===== config.mk =====
export PLATFORM = sky130hd
export DESIGN_NAME = board_scanner
export DESIGN_NICKNAME = d
export VERILOG_FILES = /design/src/rtl/board_pkg.sv /design/src/rtl/board_tile_sel.sv /design/src/rtl/board_scanner.sv
export SDC_FILE = /design/constraint.sdc
export NUM_CORES = 1
export LEC_CHECK = 0
export BUFFER_PORTS_ARGS = -buffer_cell sky130_fd_sc_hd__buf_4
export CAP_MARGIN = 20
export CORE_UTILIZATION = 61
export DETAILED_ROUTE_END_ITERATION = 8
export GPL_TIMING_DRIVEN = 1
export PLACE_DENSITY = 0.86
export SLEW_MARGIN = 10
export SYNTH_ARGS = -nofsm -noshare
export SYNTH_HDL_FRONTEND = slang
export SYNTH_SLANG_ARGS = --single-unit

===== constraint.sdc =====
create_clock -name clk -period 7.7 [get_ports clk]
set_input_delay 1.54 -clock clk [delete_from_list [all_inputs] [get_ports clk]]
set_output_delay 1.54 -clock clk [all_outputs]
set_load 0.02 [all_outputs]

===== src/rtl/board_pkg.sv =====
// Shared constants, scanner state encoding and tile helpers for the 4x4 board scanner.
package board_pkg;

  localparam int TILE_W      = 4;
  localparam int SIDE        = 4;
  localparam int N_TILES     = SIDE * SIDE;
  localparam int IDX_W       = 4;
  localparam int BOARD_W     = N_TILES * TILE_W;
  localparam int CNT_W       = 5;
  localparam int WIN_EXP_DEF = 11;

  typedef enum logic [1:0] {
    ST_IDLE = 2'd0,
    ST_SCAN = 2'd1,
    ST_DONE = 2'd2
  } scan_state_t;

  function automatic logic [TILE_W-1:0] tile_max(input logic [TILE_W-1:0] a,
                                                 input logic [TILE_W-1:0] b);
    return (a > b) ? a : b;
  endfunction

endpackage


===== src/rtl/board_tile_sel.sv =====
// Extracts one tile from the packed board snapshot; tile 0 sits in the top nibble.
module board_tile_sel
  import board_pkg::*;
(
  input  logic [BOARD_W-1:0] snap,
  input  logic [IDX_W-1:0]   idx,
  output logic [TILE_W-1:0]  val
);

  logic [BOARD_W-1:0] shifted;

  assign shifted = snap >> (TILE_W * (N_TILES - 1 - int'(idx)));
  assign val     = shifted[TILE_W-1:0];

endmodule


===== src/rtl/board_scanner.sv =====
// Scans a snapshot of a 4x4 2048 board one tile per cycle and reports
// empty count, largest tile, win and game-over.
module board_scanner
  import board_pkg::*;
#(
  parameter int WIN_EXP = WIN_EXP_DEF
) (
  input  logic                clk,
  input  logic                rst_n,
  input  logic                start,
  input  logic [BOARD_W-1:0]  board,
  output logic                busy,
  output logic                done,
  output logic                tile_valid,
  output logic [IDX_W-1:0]    tile_idx,
  output logic [TILE_W-1:0]   tile_val,
  output logic [CNT_W-1:0]    empty_cnt,
  output logic [TILE_W-1:0]   max_tile,
  output logic                win,
  output logic                game_over
);

  scan_state_t          state, next_state;
  logic [BOARD_W-1:0]   snap;
  logic [IDX_W-1:0]     idx, idx_right, idx_below;
  logic [TILE_W-1:0]    cur, right, below;
  logic [CNT_W-1:0]     empty_acc;
  logic [TILE_W-1:0]    max_acc;
  logic                 pair_acc;
  logic                 pair_hit;
  logic                 snap_en, scan_en, load_en;

  assign idx_right = idx + IDX_W'(1);
  assign idx_below = idx + IDX_W'(SIDE);

  board_tile_sel u_sel_cur   (.snap(snap), .idx(idx),       .val(cur));
  board_tile_sel u_sel_right (.snap(snap), .idx(idx_right), .val(right));
  board_tile_sel u_sel_below (.snap(snap), .idx(idx_below), .val(below));

  // Neighbours are masked at the right column and bottom row, so nothing wraps.
  assign pair_hit = (cur != '0) &&
                    (((idx[1:0] != 2'd3) && (cur == right)) ||
                     ((idx[3:2] != 2'd3) && (cur == below)));

  always_ff @(posedge clk or negedge rst_n) begin
    if (!rst_n) state <= ST_IDLE;
    else        state <= next_state;
  end

  always_comb begin
    next_state = state;
    case (state)
      ST_IDLE: if (start) next_state = ST_SCAN;
      ST_SCAN: if (idx == IDX_W'(N_TILES - 1)) next_state = ST_DONE;
      ST_DONE: next_state = ST_IDLE;
      default: next_state = ST_IDLE;
    endcase
  end

  always_comb begin
    busy    = (state == ST_SCAN);
    snap_en = (state == ST_IDLE) && start;
    scan_en = (state == ST_SCAN);
    load_en = (state == ST_DONE);
  end

  always_ff @(posedge clk or negedge rst_n) begin
    if (!rst_n) begin
      snap       <= '0;
      idx        <= '0;
      empty_acc  <= '0;
      max_acc    <= '0;
      pair_acc   <= 1'b0;
      tile_valid <= 1'b0;
      tile_idx   <= '0;
      tile_val   <= '0;
    end else begin
      tile_valid <= scan_en;
      if (snap_en) begin
        snap      <= board;
        idx       <= '0;
        empty_acc <= '0;
        max_acc   <= '0;
        pair_acc  <= 1'b0;
      end else if (scan_en) begin
        idx       <= idx + IDX_W'(1);
        empty_acc <= empty_acc + CNT_W'(cur == '0);
        max_acc   <= tile_max(max_acc, cur);
        pair_acc  <= pair_acc | pair_hit;
        tile_idx  <= idx;
        tile_val  <= cur;
      end
    end
  end

  // Result registers only move in DONE, so they stay stable across a scan.
  always_ff @(posedge clk or negedge rst_n) begin
    if (!rst_n) begin
      done      <= 1'b0;
      empty_cnt <= '0;
      max_tile  <= '0;
      win       <= 1'b0;
      game_over <= 1'b0;
    end else begin
      done <= load_en;
      if (load_en) begin
        empty_cnt <= empty_acc;
        max_tile  <= max_acc;
        win       <= (int'(max_acc) >= WIN_EXP);
        game_over <= (empty_acc == '0) && !pair_acc;
      end
    end
  end

endmodule


# == Yosys cells after proc, flatten, opt, wreduce, memory -nomap -nowiden ==
# Index checks and enable logic that the tools add are counted.
# op_classes
shifts,3
n_eq_ne,10
bitwise,2
order_cmp,2
add_sub_neg,6
muxes,12
n_reduce_logical,15
# op_table
cell,count
$shr A64 B32 Y4,3
$mux W4,5
$sub A4 B4 Y5 const A,3
$mux W5,2
$eq A4 B4 Y1,2
$ne A2 B2 Y1 const B,4
$reduce_and A2 Y1,3
$add A5 B1 Y5,1
$logic_and A1 B1 Y1,5
$logic_not A5 Y1,1
$add A4 B1 Y4 const B,1
$add A4 B3 Y4 const B,1
$eq A4 B4 Y1 const B,1
$ge A4 B4 Y1 const B,1
$gt A4 B4 Y1,1
$logic_not A4 Y1,1
$mux W2,2
$pmux W2 S2,1
$reduce_bool A4 Y1,1
$eq A2 B1 Y1 const B,1
$eq A2 B2 Y1 const B,1
$logic_not A2 Y1,1
$mux W1,2
$ne A2 B1 Y1 const B,1
5 further kinds,5
# totals
wordCells,64
input_bits,67
output_inout_bits,22
ff_bits,101

# == Longest topological paths before layout ==
# depth
depth_word,10
depth_mapped,14
mapped_depth_nobuf,11

# == Hierarchy ==
# From an unflattened synthesis, not the netlist that was laid out.
# unflattened
cells_unflattened,565
hier_area_um2,5791.8
# by_module_without_submodules
module,area_each_um2,cells_each,seq_area_each_um2,n_inst
board_scanner,4129.0,448,2527.4,1
board_tile_sel,554.3,39,0.0,3

# == Worst setup path before layout ==
# No wires, ideal clock.
# synth_path
path_type,register to register
from,reg idx[0]
to,reg max_acc[0]
arrival_time_ps,2619
t_required_ps,7575
setup_time_ps,125
n_path_buf,2
path_stages_with_launch,13
synth_period_minus_slack_ps,2744
setup_slack_ps,4956
path_cell_list,dfrtp_1 -> buf_6 -> buf_12 -> mux4_2 -> a22oi_2 -> nand3_4 -> ha_1 -> nor2b_1 -> o21ai_0 -> nand2b_1 -> a21oi_1 -> o21ai_1 -> mux2_2
# synth_via
elab_chain_len,5
word_cells_on_any_way,8
cone_classes,add/sub: 1; order compare: 1; eq/ne: 1; shift: 1; mux: 3; reduce/logical: 1
# synth_rtl
item,line_no,source
"start, declared",board_scanner.sv:25,"logic [IDX_W-1:0] idx, idx_right, idx_below;"
"start signal, assigned",board_scanner.sv:86,idx <= idx + IDX_W'(1);
$sub A4 B4 Y5 *,board_tile_sel.sv:12,assign shifted = snap >> (TILE_W * (N_TILES - 1 - int'(idx)));
$shr A64 B32 Y4 *,board_tile_sel.sv:12,
named net cur[0],board_scanner.sv:26,"logic [TILE_W-1:0] cur, right, below;"
$gt A4 B4 Y1 / $mux W4 (equally long branches),board_pkg.sv:20,return (a > b) ? a : b;
$ne A2 B2 Y1 (no line) / $mux W4 (equally long branches),--,
$reduce_and A2 Y1 (no line) / $mux W4 (equally long branches),--,
"end signal, assigned",board_scanner.sv:88,"max_acc <= tile_max(max_acc, cur);"
"end, declared",board_scanner.sv:28,logic [TILE_W-1:0] max_acc;
# The timed path passes the listed nets; every way through them passes the cells marked *. The select of a mux whose other input is x is not followed.
# A chain may end at the register's enable or synchronous reset.

# == Worst setup path in the final report ==
# layout_path
from,reg state[1]
to,out busy
# layout_via
elab_chain_len,1
# layout_rtl
item,line_no,source
"start, declared",board_scanner.sv:23,"scan_state_t state, next_state;"
"start signal, assigned",board_scanner.sv:47,else state <= next_state;
$eq A2 B1 Y1,board_scanner.sv:61,busy = (state == ST_SCAN);
"end, declared",board_scanner.sv:12,"output logic busy,"
# Every way passes these cells.

==> key figures <==
Layout
  • Leading cell type in the layout, fill and taps excluded: nand2_1
  • Design area: 6063 um2
  • Area delta synth->final: 16.18%
  • Final net count: 665
  • Layout cell share with drive strength beyond 1: 24.71%
  • Commonest cells after routing, fill and taps aside: nand2_1, dfrtp_1, buf_4
  • N_diodes: 0

Synthesis
  • YS warnings: 0
  • Post-Syn Nets: 596
  • Post-synth EDFFs: 0
  • Post-Syn Instances: 521
  • Post-Syn Area per Cell: 10.02 um2
  • Synth Register Bits: 101
  • Synth cell types: 38
  • Ys async rst share: 100.0%
  • Most used DFF post-synth: dfrtp_1
  • Mapped cell area: 5219 um2
  • Sequential area share after synthesis: 48.43%

Place
  • Placed Area: 5866 um2
  • GPL Wtd Cong: 0.8707
  • Buffers on Ports: 88
  • Post-DP HPWL: 8570 um

Drt
  • Vias: 4,106
  • WL final: 11,960 um
  • Initial DRT Pass Iterations: 4
  • Drt drc: 0
  • Antenna Violating Nets Remaining: 0
  • Drt initial violations: 261
  • Via density per instance: 5.866
  • Wirelength per Cell: 17.09 um

Floorplan
  • Die Area: 8929 um2
  • Initial Util: 63.20%
  • Die Y: 94.50 um
  • Die W: 94.50 um
  • Placeable Area: 8258 um2
  • Row count: 33
  • I/O Pins: 89

STA
  • Worst Skew: 9.306 ps
  • Fin crit share: 47.35%
  • Max_slew headroom: 37.52%
  • Post-route minimum period: 3646 ps
  • Final setup fails: 0
  • Actual slew at the worst max-slew pin: 937.2 ps
  • RSZ-0062 raised after global routing: no
  • Fmax: 274.3 MHz
  • TNS Setup: 0 ps
  • Final-report hold violation count: 0
  • Slew Viols, Final: 0

Hold path
  • Hold path cells: 2
  • End of the worst hold path: tile_idx[3]
  • Startpoint of the worst hold path: tile_idx[3]
  • Worst hold path type: reg2reg

Worst setup path
  • R2R Path Start: idx[1]
  • Critical path class: reg2out
  • Worst Setup Start Kind: flip-flop
  • CP Data Required Time: 6160 ps
  • WP data arrival: 2110 ps
  • R2R Setup Slk: 4220 ps
  • CP Capture Type: output pin
  • Crit Reg-Reg Endpoint: pair_acc
  • Worst r2r path cells: 7
  • Critical path peak fanout: 24

Clock tree
  • Clock Path Buffers: 2
  • Post-cts resize count: 0
  • CTS tree: built
  • Post-CTS setup buffers: 0
  • Clock Latency Late Sink: 370 ps
  • Root buffer cell: clkbuf_8
  • Clk sinks: 101
  • Hold buffers post-CTS: 0
  • Cts bufs inserted: 9
  • Clock transition at path regs: 90 ps
  • CTS H-tree depth: 3

Pwr
  • Power Dens Cells: 474.2 nW/um2
  • Pleak: 3.039 nW
  • Max VDD drop: 170.7 uV

Global route
  • Maximum number of pins on one net before global-route repair: 75
  • GR Overflow Total: 0
  • All-layer global routing usage: 29.56%
  • Initial antenna violation count: 0
  • Vias in the first global route: 4,165
  • First-pass GRT wire length: 19,940 um

Outcome
  • Outcome: completed

Run
  • Max_cap viols: 0
==> metrics by stage <==
stage | setup slack (ps) | hold WS [ps] | total power [mW] | util (%) | std cells
floorplan | 4956 | 454.4 | 2.187 | - | 521
global placement | 4317 | 457.6 | 2.446 | 71.03 | 683
detailed placement | 4200 | 464.1 | 2.555 | 71.03 | 683
CTS | 4075 | 485.5 | 2.868 | 73.18 | 699
global route | 3895 | 515.9 | 3.079 | 73.42 | 700
finish | 4054 | 483.2 | 2.875 | 73.42 | 700
==> logic make-up (layout without fill, tap and decap cells) <==
kind of cell / Yosys count / after routing / share of synthesized area (%)
compound gates: 27 / 27 / 3.141
buf+inv: 37 / 111 / 3.500
xor+xnor: 11 / 11 / 2.206
flops: 101 / 101 / 48.43
mux: 47 / 47 / 18.27
simple gates: 290 / 290 / 22.54
fa+ha+maj: 8 / 8 / 1.918
==> worst max-delay path: stages, from the launching register on <==
cell and delay, ps:
dfrtp_1 370, nand2b_1 630, inv_1 450, buf_4 290
==> report_power, final <==
part           total [mW]  switching [mW]  internal [mW]
Clock               0.309           0.180          0.129
Combinational        1.56           0.782          0.780
Sequential           1.00           0.242          0.762
Total                2.87            1.20           1.67
==> Yosys cell counts (2+ instances only) <==
master,instances,share of area (%)
nor2_1,6,0.43
a21oi_1,2,0.19
nor2b_1,3,0.36
mux2i_1,9,1.7
dfrtp_1,101,48
mux4_1,5,2.5
xor2_1,4,0.67
nand4_1,3,0.36
xnor2_1,6,1.0
a22oi_1,3,0.43
buf_1,3,0.22
a22oi_2,2,0.48
mux4_2,32,14
ha_1,8,1.9
inv_1,2,0.14
and3_1,3,0.36
buf_2,7,0.67
nand2b_1,3,0.36
o21ai_0,17,1.6
clkbuf_1,20,1.4
nand3_1,13,1.2
buf_6,2,0.43
nand2_1,252,18
==> layout make-up <==
cell class                      count  area (um2)
Fill cell                         583        2195
Tap cell                          105       131.4
Inverter                            3       11.26
Clock buffer                       12       145.1
Multi-Input combinational cell    383        2512
Clock inverter                      4       32.53
Timing Repair Buffer               92       703.2
Sequential cell                   101        2527
==> sequential cells by signal, indices dropped and copies added, names as in the netlist, 2 cells and up <==
signal     cells
tile_val       4
empty_cnt      5
state          2
snap          64
tile_idx       4
max_acc        4
empty_acc      5
idx            4
max_tile       4
==> worst max path at each step <==
stage	from	to	slack (ps)
final	state[1]	busy	4050
after global routing	state[1]	busy	3900
after CTS	state[1]	busy	4070
after detailed placement	idx[1]	pair_acc	4200
after global placement	idx[1]	pair_acc	4320
after floorplan	idx[0]	max_acc[0]	4960
==> layer usage <==
metal | up-vias | wire [um] | track usage, %
met5 | - | 0 | 0
met4 | 0 | 444 | 15.28
met3 | 41 | 680 | 4.428
met2 | 188 | 6185 | 50.24
met1 | 1988 | 4654 | 36.90
li1 | 1889 | - | -
Note: power is estimated with default switching activity, not from simulation.
